`src/rtl/tdc_fifo_pkg.sv`:
```
// Shared types and helpers for the parametrised TDC timestamp FIFO.
// The level-to-flag function is shared so all status flags derive from one rule set.
package tdc_fifo_pkg;

   localparam int TS_W = 48;

   typedef logic [TS_W-1:0] ts_word_t;

   typedef struct packed {
      logic empty;
      logic full;
      logic almost_full;
      logic almost_empty;
   } fifo_flags_t;

   function automatic fifo_flags_t level_flags(input int lvl, input int depth,
                                               input int af_thresh, input int ae_thresh);
      fifo_flags_t f;
      f.empty        = (lvl == 0);
      f.full         = (lvl == depth);
      f.almost_full  = (lvl >= af_thresh);
      f.almost_empty = (lvl <= ae_thresh);
      return f;
   endfunction

endpackage

```
`src/rtl/tdc_fifo_mem.sv`:
```
// Simple dual-port RAM for the timestamp FIFO: synchronous write, read port either
// registered (standard mode) or combinational (first-word-fall-through mode).
module tdc_fifo_mem #(
   parameter int DATA_W = 48,
   parameter int ADDR_W = 2,
   parameter int FWFT   = 0
) (
   input  logic              clk,
   input  logic              rst,
   input  logic              i_wr_en,
   input  logic [ADDR_W-1:0] i_wr_addr,
   input  logic [DATA_W-1:0] i_wr_data,
   input  logic              i_rd_en,
   input  logic [ADDR_W-1:0] i_rd_addr,
   output logic [DATA_W-1:0] o_rd_data
);

   localparam int DEPTH = 1 << ADDR_W;

   logic [DATA_W-1:0] r_mem [DEPTH];

   always_ff @(posedge clk) begin
      if (i_wr_en) r_mem[i_wr_addr] <= i_wr_data;
   end

   generate
      if (FWFT != 0) begin : g_async_rd
         logic w_unused;
         assign w_unused  = rst | i_rd_en;
         assign o_rd_data = r_mem[i_rd_addr];
      end else begin : g_sync_rd
         // Read-before-write: a same-address write returns the old word, which is
         // what a read of a full FIFO with a simultaneous write must see.
         logic [DATA_W-1:0] r_rd_data;
         always_ff @(posedge clk or posedge rst) begin
            if (rst)          r_rd_data <= '0;
            else if (i_rd_en) r_rd_data <= r_mem[i_rd_addr];
         end
         assign o_rd_data = r_rd_data;
      end
   endgenerate

endmodule

```
`src/rtl/tdc_fifo_param.sv`:
```
// Parametrised synchronous FIFO between the TDC event encoder and the readout.
// Adds watermarks, occupancy, sticky overflow/underflow and a saturating drop counter.
module tdc_fifo_param
   import tdc_fifo_pkg::*;
#(
   parameter int DATA_W    = TS_W,
   parameter int ADDR_W    = 2,
   parameter int FWFT      = 0,
   parameter int AF_THRESH = (1 << ADDR_W) - 1,
   parameter int AE_THRESH = 1,
   parameter int CNT_W     = 16
) (
   input  logic              clk,
   input  logic              rst,
   input  logic              wr_en,
   input  logic [DATA_W-1:0] din,
   input  logic              rd_en,
   output logic [DATA_W-1:0] dout,
   output logic              dout_valid,
   output logic              empty,
   output logic              full,
   output logic              almost_full,
   output logic              almost_empty,
   output logic [ADDR_W:0]   level,
   output logic              overflow,
   output logic              underflow,
   output logic [CNT_W-1:0]  drop_cnt,
   input  logic              clr_flags
);

   localparam int                DEPTH   = 1 << ADDR_W;
   localparam logic [ADDR_W-1:0] PTR_ONE = 1;
   localparam logic [ADDR_W:0]   LVL_ONE = 1;
   localparam logic [CNT_W-1:0]  CNT_ONE = 1;
   localparam logic [CNT_W-1:0]  CNT_MAX = '1;

   generate
      if (ADDR_W < 1 || ADDR_W > 10) begin : g_bad_addr_w
         $error("tdc_fifo_param: ADDR_W must be in 1..10");
      end
      if (!(AE_THRESH < AF_THRESH && AF_THRESH <= DEPTH)) begin : g_bad_thresh
         $error("tdc_fifo_param: need AE_THRESH < AF_THRESH <= DEPTH");
      end
   endgenerate

   logic [ADDR_W-1:0] r_wr_ptr;
   logic [ADDR_W-1:0] r_rd_ptr;
   logic [ADDR_W:0]   r_level;
   logic              r_empty;
   logic              r_full;
   logic              r_almost_full;
   logic              r_almost_empty;
   logic              r_overflow;
   logic              r_underflow;
   logic [CNT_W-1:0]  r_drop_cnt;
   logic              r_dout_valid;

   logic              w_rd_acc;
   logic              w_wr_acc;
   logic              w_drop;
   logic              w_under;
   logic [ADDR_W:0]   w_level_nxt;
   fifo_flags_t       w_flags;
   logic [DATA_W-1:0] w_mem_rd;

   // Handshake: a write is taken when there is room or a read frees a slot in the
   // same cycle; a read is taken only when a stored word exists. No backpressure
   // is returned - refused writes are counted, refused reads are flagged.
   always_comb begin
      w_rd_acc    = rd_en & ~r_empty;
      w_wr_acc    = wr_en & (~r_full | w_rd_acc);
      w_drop      = wr_en & ~w_wr_acc;
      w_under     = rd_en & r_empty;
      w_level_nxt = r_level;
      if (w_wr_acc && !w_rd_acc)      w_level_nxt = r_level + LVL_ONE;
      else if (w_rd_acc && !w_wr_acc) w_level_nxt = r_level - LVL_ONE;
      w_flags = level_flags(int'(w_level_nxt), DEPTH, AF_THRESH, AE_THRESH);
   end

   always_ff @(posedge clk or posedge rst) begin
      if (rst) begin
         r_wr_ptr       <= '0;
         r_rd_ptr       <= '0;
         r_level        <= '0;
         r_empty        <= 1'b1;
         r_full         <= 1'b0;
         r_almost_full  <= 1'b0;
         r_almost_empty <= 1'b1;
         r_overflow     <= 1'b0;
         r_underflow    <= 1'b0;
         r_drop_cnt     <= '0;
         r_dout_valid   <= 1'b0;
      end else begin
         if (w_wr_acc) r_wr_ptr <= r_wr_ptr + PTR_ONE;
         if (w_rd_acc) r_rd_ptr <= r_rd_ptr + PTR_ONE;
         r_level        <= w_level_nxt;
         r_empty        <= w_flags.empty;
         r_full         <= w_flags.full;
         r_almost_full  <= w_flags.almost_full;
         r_almost_empty <= w_flags.almost_empty;
         r_dout_valid   <= w_rd_acc;

         // A new event in the clearing cycle wins over the clear.
         if (w_drop)         r_overflow <= 1'b1;
         else if (clr_flags) r_overflow <= 1'b0;

         if (w_under)        r_underflow <= 1'b1;
         else if (clr_flags) r_underflow <= 1'b0;

         if (w_drop) begin
            if (clr_flags)                 r_drop_cnt <= CNT_ONE;
            else if (r_drop_cnt != CNT_MAX) r_drop_cnt <= r_drop_cnt + CNT_ONE;
         end else if (clr_flags) begin
            r_drop_cnt <= '0;
         end
      end
   end

   tdc_fifo_mem #(
      .DATA_W (DATA_W),
      .ADDR_W (ADDR_W),
      .FWFT   (FWFT)
   ) u_mem (
      .clk       (clk),
      .rst       (rst),
      .i_wr_en   (w_wr_acc),
      .i_wr_addr (r_wr_ptr),
      .i_wr_data (din),
      .i_rd_en   (w_rd_acc),
      .i_rd_addr (r_rd_ptr),
      .o_rd_data (w_mem_rd)
   );

   generate
      if (FWFT != 0) begin : g_fwft_out
         // Unwritten RAM is never shown: dout reads as zero while empty.
         logic w_unused_valid;
         assign w_unused_valid = r_dout_valid;
         assign dout       = r_empty ? '0 : w_mem_rd;
         assign dout_valid = ~r_empty;
      end else begin : g_std_out
         assign dout       = w_mem_rd;
         assign dout_valid = r_dout_valid;
      end
   endgenerate

   assign empty        = r_empty;
   assign full         = r_full;
   assign almost_full  = r_almost_full;
   assign almost_empty = r_almost_empty;
   assign level        = r_level;
   assign overflow     = r_overflow;
   assign underflow    = r_underflow;
   assign drop_cnt     = r_drop_cnt;

endmodule

```
`config.mk`:
```
export PLATFORM = sky130hd
export DESIGN_NAME = tdc_fifo_param
export DESIGN_NICKNAME = d
export VERILOG_FILES = /design/src/rtl/tdc_fifo_pkg.sv /design/src/rtl/tdc_fifo_mem.sv /design/src/rtl/tdc_fifo_param.sv
export SDC_FILE = /design/constraint.sdc
export NUM_CORES = 1
export LEC_CHECK = 0
export BUFFER_PORTS_ARGS = -buffer_cell sky130_fd_sc_hd__buf_2
export CAP_MARGIN = 20
export CELL_PAD_IN_SITES_DETAIL_PLACEMENT = 2
export CELL_PAD_IN_SITES_GLOBAL_PLACEMENT = 2
export CORE_ASPECT_RATIO = 1.1
export CORE_MARGIN = 3
export CORE_UTILIZATION = 45
export CTS_BUF_LIST = sky130_fd_sc_hd__clkbuf_16
export DETAILED_ROUTE_END_ITERATION = 8
export PLACE_DENSITY_LB_ADDON = 0.12
export SETUP_SLACK_MARGIN = 0.1
export SLEW_MARGIN = 20
export SYNTH_ARGS = -nofsm -noshare
export SYNTH_HDL_FRONTEND = slang
export SYNTH_SLANG_ARGS = --single-unit
```
`constraint.sdc`:
```
create_clock -name clk -period 8 [get_ports clk]
set_input_delay 0.4 -clock clk [delete_from_list [all_inputs] [get_ports clk]]
set_output_delay 0.4 -clock clk [all_outputs]
set_load 0.005 [all_outputs]
```
# Yosys cells after proc, flatten, opt, wreduce, memory -nomap -nowiden
# Memories as Yosys holds them, arrays and structs flattened. A register that Yosys moved wholly into a read port is not among the register bits.
# Cells that the tools add are included.
[classes]
n_reduce_logical = 9
mux = 11
addsub = 5
magnitude_cmp = 2
bitwise = 8
eq_ne = 2
[op_table]
columns = ["op", "n"]
rows = [
  ["$mux W16", 4],
  ["$add A16 B1 Y16 const B", 1],
  ["$ne A16 B16 Y1 const B", 1],
  ["$mux W3", 2],
  ["$reduce_bool A2 Y1", 3],
  ["$mux W1", 5],
  ["$add A2 B1 Y2 const B", 2],
  ["$and A1 B1 Y1", 4],
  ["$add A3 B1 Y3 const B", 1],
  ["$eq A3 B3 Y1 const B", 1],
  ["$ge A3 B2 Y1 const B", 1],
  ["$le A3 B1 Y1 const B", 1],
  ["$logic_not A3 Y1", 1],
  ["$not A1 Y1", 3],
  ["$sub A3 B1 Y3 const B", 1],
  ["$logic_and A1 B1 Y1", 2],
  ["$logic_not A1 Y1", 2],
  ["$reduce_and A2 Y1", 1],
  ["$or A1 B1 Y1", 1],
]
[word_totals]
output_inout_bits = 74
wordCells = 49
ram_bits = 192
reg_bits = 30
input_bits = 53
mem_count = 1
[memory_table]
columns = ["memory", "words", "word_bits", "rd", "rd_ports_with_merged_regs", "wr", "line_no", "text"]
rows = [
  ["u_mem.r_mem", 4, 48, 1, 1, 1, "tdc_fifo_mem.sv:20", "logic [DATA_W-1:0] r_mem [DEPTH];"],
]

# Depth between registers and ports, before layout
[depth]
ltp_word = 9
depth_mapped = 7
depth_no_buf = 6

# Modules after synthesis
# From an unflattened synthesis, not the netlist that was laid out.
[unflattened]
cells_unflattened = 619
area_unflattened_um2 = 10471.3
[modules_own_cells]
columns = ["mod", "area_per_inst_um2", "seq_area_each_um2", "n_inst", "cells_each"]
rows = [
  ["tdc_fifo_mem", 8906.0, 6966.7, 1, 466],
  ["tdc_fifo_param", 1565.3, 753.2, 1, 153],
]

# Worst setup path before layout
# No wires, ideal clock.
[synth_path]
kind = "register to register"
from = "reg r_empty (netlist: empty)"
to = "mem u_mem.r_mem[0][0], enable pin"
setup_ps = 411
t_required_ps = 7589
path_stages_with_launch = 6
slack_ps = 5465
synth_period_minus_slack_ps = 2535
path_buffers = 2
arrival_ps = 2125
path_cell_list = "dfstp_2 nand2b_1 buf_2 buf_2 nand2_1 and3_1"
[synth_between]
elab_chain_len = 6
[synth_lines]
columns = ["item", "line_no", "text"]
rows = [
  ["start, declared", "tdc_fifo_param.sv:49", "logic r_empty;"],
  ["start signal, assigned", "tdc_fifo_param.sv:97", "r_empty <= w_flags.empty;"],
  ["$not A1 Y1", "tdc_fifo_param.sv:70", "w_rd_acc = rd_en & ~r_empty;"],
  ["$and A1 B1 Y1", "tdc_fifo_param.sv:70", ""],
  ["$or A1 B1 Y1", "tdc_fifo_param.sv:71", "w_wr_acc = wr_en & (~r_full | w_rd_acc);"],
  ["$and A1 B1 Y1", "tdc_fifo_param.sv:71", ""],
  ["$mux W1", "tdc_fifo_mem.sv:23", "if (i_wr_en) r_mem[i_wr_addr] <= i_wr_data;"],
  ["$mux W1 (not written as such)", "tdc_fifo_mem.sv:23", ""],
  ["end, declared", "tdc_fifo_mem.sv:20", ""],
]
# Every way passes these cells.

==> results by group <==
Setup path
  – Critical Path AT: 4020 ps
  – Flop2flop setup slack: roughly 4400 ps
  – R2R cell count: 6
  – CP peak stage delay: between 900 and 1000 ps
  – Worst-path fanout max: between 60 and 70
  – Worst-path cell chain: nand2b_2 > buf_4 > clkinv_2 > or3_1 > mux4_2 > nor2b_1
  – Family with the most delay on the worst path: buffers and inverters
  – Worst reg2reg path startpoint: empty
  – CP startpoint kind: flip-flop
  – Crit path capture type: flip-flop
  – WP data required: ~8500 ps
  – Reg2reg end: full
  – Kind of critical path: flip-flop to flip-flop
  – Crit-path slowest cell: clkinv_2
  – CP bufs+invs: 2

Clock network
  – Sinks on Clock Net: 270
  – Reg clk slew, reported paths: about 70 ps
  – CTS tree: yes
  – Skew-Pair Late Insertion Delay: ~540 ps
  – CTS Buffer Depth: 3
  – Clock root cell: clkbuf_16
  – CTS Buf Count: 28
  – Post-CTS setup buffers: 0
  – Htree depth: 1
  – Post_cts resized: 0

Place
  – Placed Cells incl. Taps: between 1000 and 1500
  – Dpl hpwl: roughly 15000 um
  – Final GP Congestion: 0.7735
  – Setup WS pre-CTS: 4827 ps
  – I/O Buffers: about 130

Worst hold path
  – Hold path depth: 1
  – Min-Delay Path Class: primary input to flip-flop
  – Hold Crit Start: din[1]
  – Hold EP: u_mem.r_mem[2][1]

Timing
  – Final Hold Fails: 0
  – Final worst slack: ~4400 ps
  – Min Tclk post-route: ~3600 ps
  – Final Max Slew Viols: 0
  – Final setup vio count: 0
  – Final setup TNS: 0 ps
  – Layout Skew: roughly 11 ps
  – RSZ-0062 raised after global routing: no
  – Slew @ Worst Pin: between 900 and 1000 ps
  – Relative slew slack: 39.54%
  – Fmax: between 0.2 and 0.3 GHz
  – Final hold slack: approximately 84 ps
  – Final period utilization: roughly 45%

Floorplan
  – Die ar.: about 0.025 sq mm
  – Width of the die: between 150 and 200 um
  – Die H: around 170 um
  – Core Region: approximately 0.022 sq mm
  – # IOs: between 100 and 150
  – Initial core utilization: between 40% and 50%
  – Row cnt: 57

GRT
  – Met1 Use GR: 26.78%
  – Total Routing Usage GR: 21.24%
  – Grt met3 use: 2.566%
  – Initial antenna violation count: 0
  – Vias in the first global route: around 7000
  – Gr ovfl total: 0
  – Global Route met2 Usage: about two fifths
  – Grt peak-use layer: met2
  – Largest net degree at the start of global routing: just over 60
  – First-pass GRT wire length: between 40000 and 50000 um

Finish
  – Most frequent cells in the layout: edfxtp_1 (192), nand2_1 (156), buf_2 (126), dfrtp_1 (74), mux4_2 (49)
  – Non-Filler Instances: approximately 1100
  – Final core utilization: around 55%
  – Share of post-route cells with drive strength above 1: between 30% and 40%
  – N_diodes: 0
  – Area Growth Syn to Fin: 18.44%
  – Commonest non-fill, non-tap cell in the layout: edfxtp_1
  – Fill cells: ~2000
  – Fin nets: roughly 830

Detailed routing
  – First-pass DRT Iterations: 4
  – Detail Route Antenna Nets: 0
  – Initial drt markers: around 350
  – Post-Route WL: 25750 um
  – Total number of vias: just under 6000
  – Residual DRC: 0
  – Avg WL per Cell: between 20 and 25 um
  – Vias per Instance: ~5.4

Power and ir drop
  – Worst vdd ir: 0.0002411 V
  – Power share of the combinational group: 23.5%
  – Clock power frac: between 20 and 30%
  – Int Pwr: 0.003133 W
  – Leakage: just under 5 nW
  – Switching part of the total: 29.31%
  – Switch Pwr: around 0.0013 W
  – Flop pwr share: between 40% and 50%
  – PD cells: about 360 mW/mm^2

Synthesis
  – Mean Syn Cell Area: 16.45 sq um
  – Synth cell types: 48
  – Post-synth ARST share: approximately 29%
  – Syn Inst Count: roughly 630
  – Synthesis Warnings: 0
  – Cell area after synthesis: ~0.010 sq mm
  – Main synth FF type: edfxtp_1
  – Syn Nets: slightly below 700
  – Post-synthesis sequential area ratio: 74.13%
  – #FFs+latches synth: 270
  – Post-synth EDFFs: approximately 190

Status
  – Run status: complete, no violations

Job
  – MaxCap Viol Count: 0
worst max-delay path by stage:
| stage | start | to | slack, ps | cells past startpoint |
|---|---|---|---|---|
| 6_report | empty | full | 4430 | 6 |
| 5_1_grt | empty | full | 4170 | 6 |
| 4_1_cts | empty | full | 4780 | 6 |
| 3_5_place_dp | empty | full | 4830 | 6 |
| 3_3_place_gp | empty | full | 4940 | 6 |
| 2_1_floorplan | empty | u_mem.r_mem[0][0] | 5460 | 5 |
state kept, by name, indices dropped and copies added (netlist names):
signal	count
full	1
r_rd_ptr	2
overflow	1
r_wr_ptr	2
u_mem.r_mem	192
u_mem.o_rd_data	48
almost_full	1
almost_empty	1
empty	1
underflow	1
dout_valid	1
drop_cnt	16
level	3
cells by family (layout without fill, tap and decap cells):
| family | after synthesis | after routing | share of synthesized area [%] |
|---|---|---|---|
| xor gates and xnor gates | 6 | 6 | 0.5046 |
| and+or+nand+nor | 224 | 224 | 9.516 |
| AOI/OAI and AO/OA | 23 | 23 | 1.478 |
| DFF | 270 | 270 | 74.13 |
| buffers and inverters | 43 | 200 | 1.718 |
| adders and majority gates | 7 | 7 | 0.8410 |
| muxes | 60 | 60 | 11.81 |
area by class of cell:
class / instances / area, sq um / share of cell area [%]
inverters: 13 / 51.30 / 0.4159
well taps: 295 / 369.1 / 2.993
clock buffers: 29 / 725.7 / 5.884
multi-input cells: 320 / 2531 / 20.52
repair buffers: 135 / 713.2 / 5.782
flip-flops and latches: 270 / 7725 / 62.63
clock inverters: 23 / 219.0 / 1.775
what timing repair did:
action	CTS	global route
endpoints found under the setup margin	0	0
hold buffers	1	0
hold endpoints to repair	29	0
power groups by stage:
stage                     clock network [W]  registers [W]  logic [W]
after floorplan                           0        0.00201   0.000679
after global placement                    0        0.00208   0.000966
after detailed placement                  0        0.00212    0.00102
after CTS                           0.00136        0.00210    0.00104
after global routing                0.00142        0.00211    0.00116
final                               0.00133        0.00206    0.00104
synth_stat cells (all sizes together), types with 4 or more instances:
master | instances | area, sq um
a21oi | 4 | 20.02
and3 | 6 | 37.54
buf | 15 | 73.82
clkbuf | 15 | 56.30
dfrtp | 76 | 1902
edfxtp | 192 | 5766
ha | 7 | 87.58
inv | 13 | 48.79
mux2 | 10 | 116.4
mux4 | 49 | 1104
nand2 | 156 | 585.6
nand3 | 8 | 40.04
nand4 | 4 | 31.28
nor2 | 14 | 52.55
nor2b | 10 | 62.56
nor3 | 4 | 20.02
nor4 | 6 | 43.79
o21ai | 7 | 35.03
xnor2 | 4 | 35.03
layer usage:
layer	vias to the layer above	wire length (um)
met5	-	0
met4	0	687
met3	51	989
met2	153	13580
met1	3068	10490
li1	2620	-
through the flow:
step / instance area (sq um) / power [W]
finish: 12330 / 0.004432
global route: 12330 / 0.004683
CTS: 12310 / 0.004495
detailed placement: 11360 / 0.003138
global placement: 11350 / 0.003048
floorplan: 10410 / 0.002687
worst reg2reg max path: cells and delay by family (launching register included):
family,cells,cell delay [ps]
buf+inv,2,1560
simple gates,3,900
flops,1,560
mux,1,480
No activity file was read; power rests on OpenSTA's default activity.
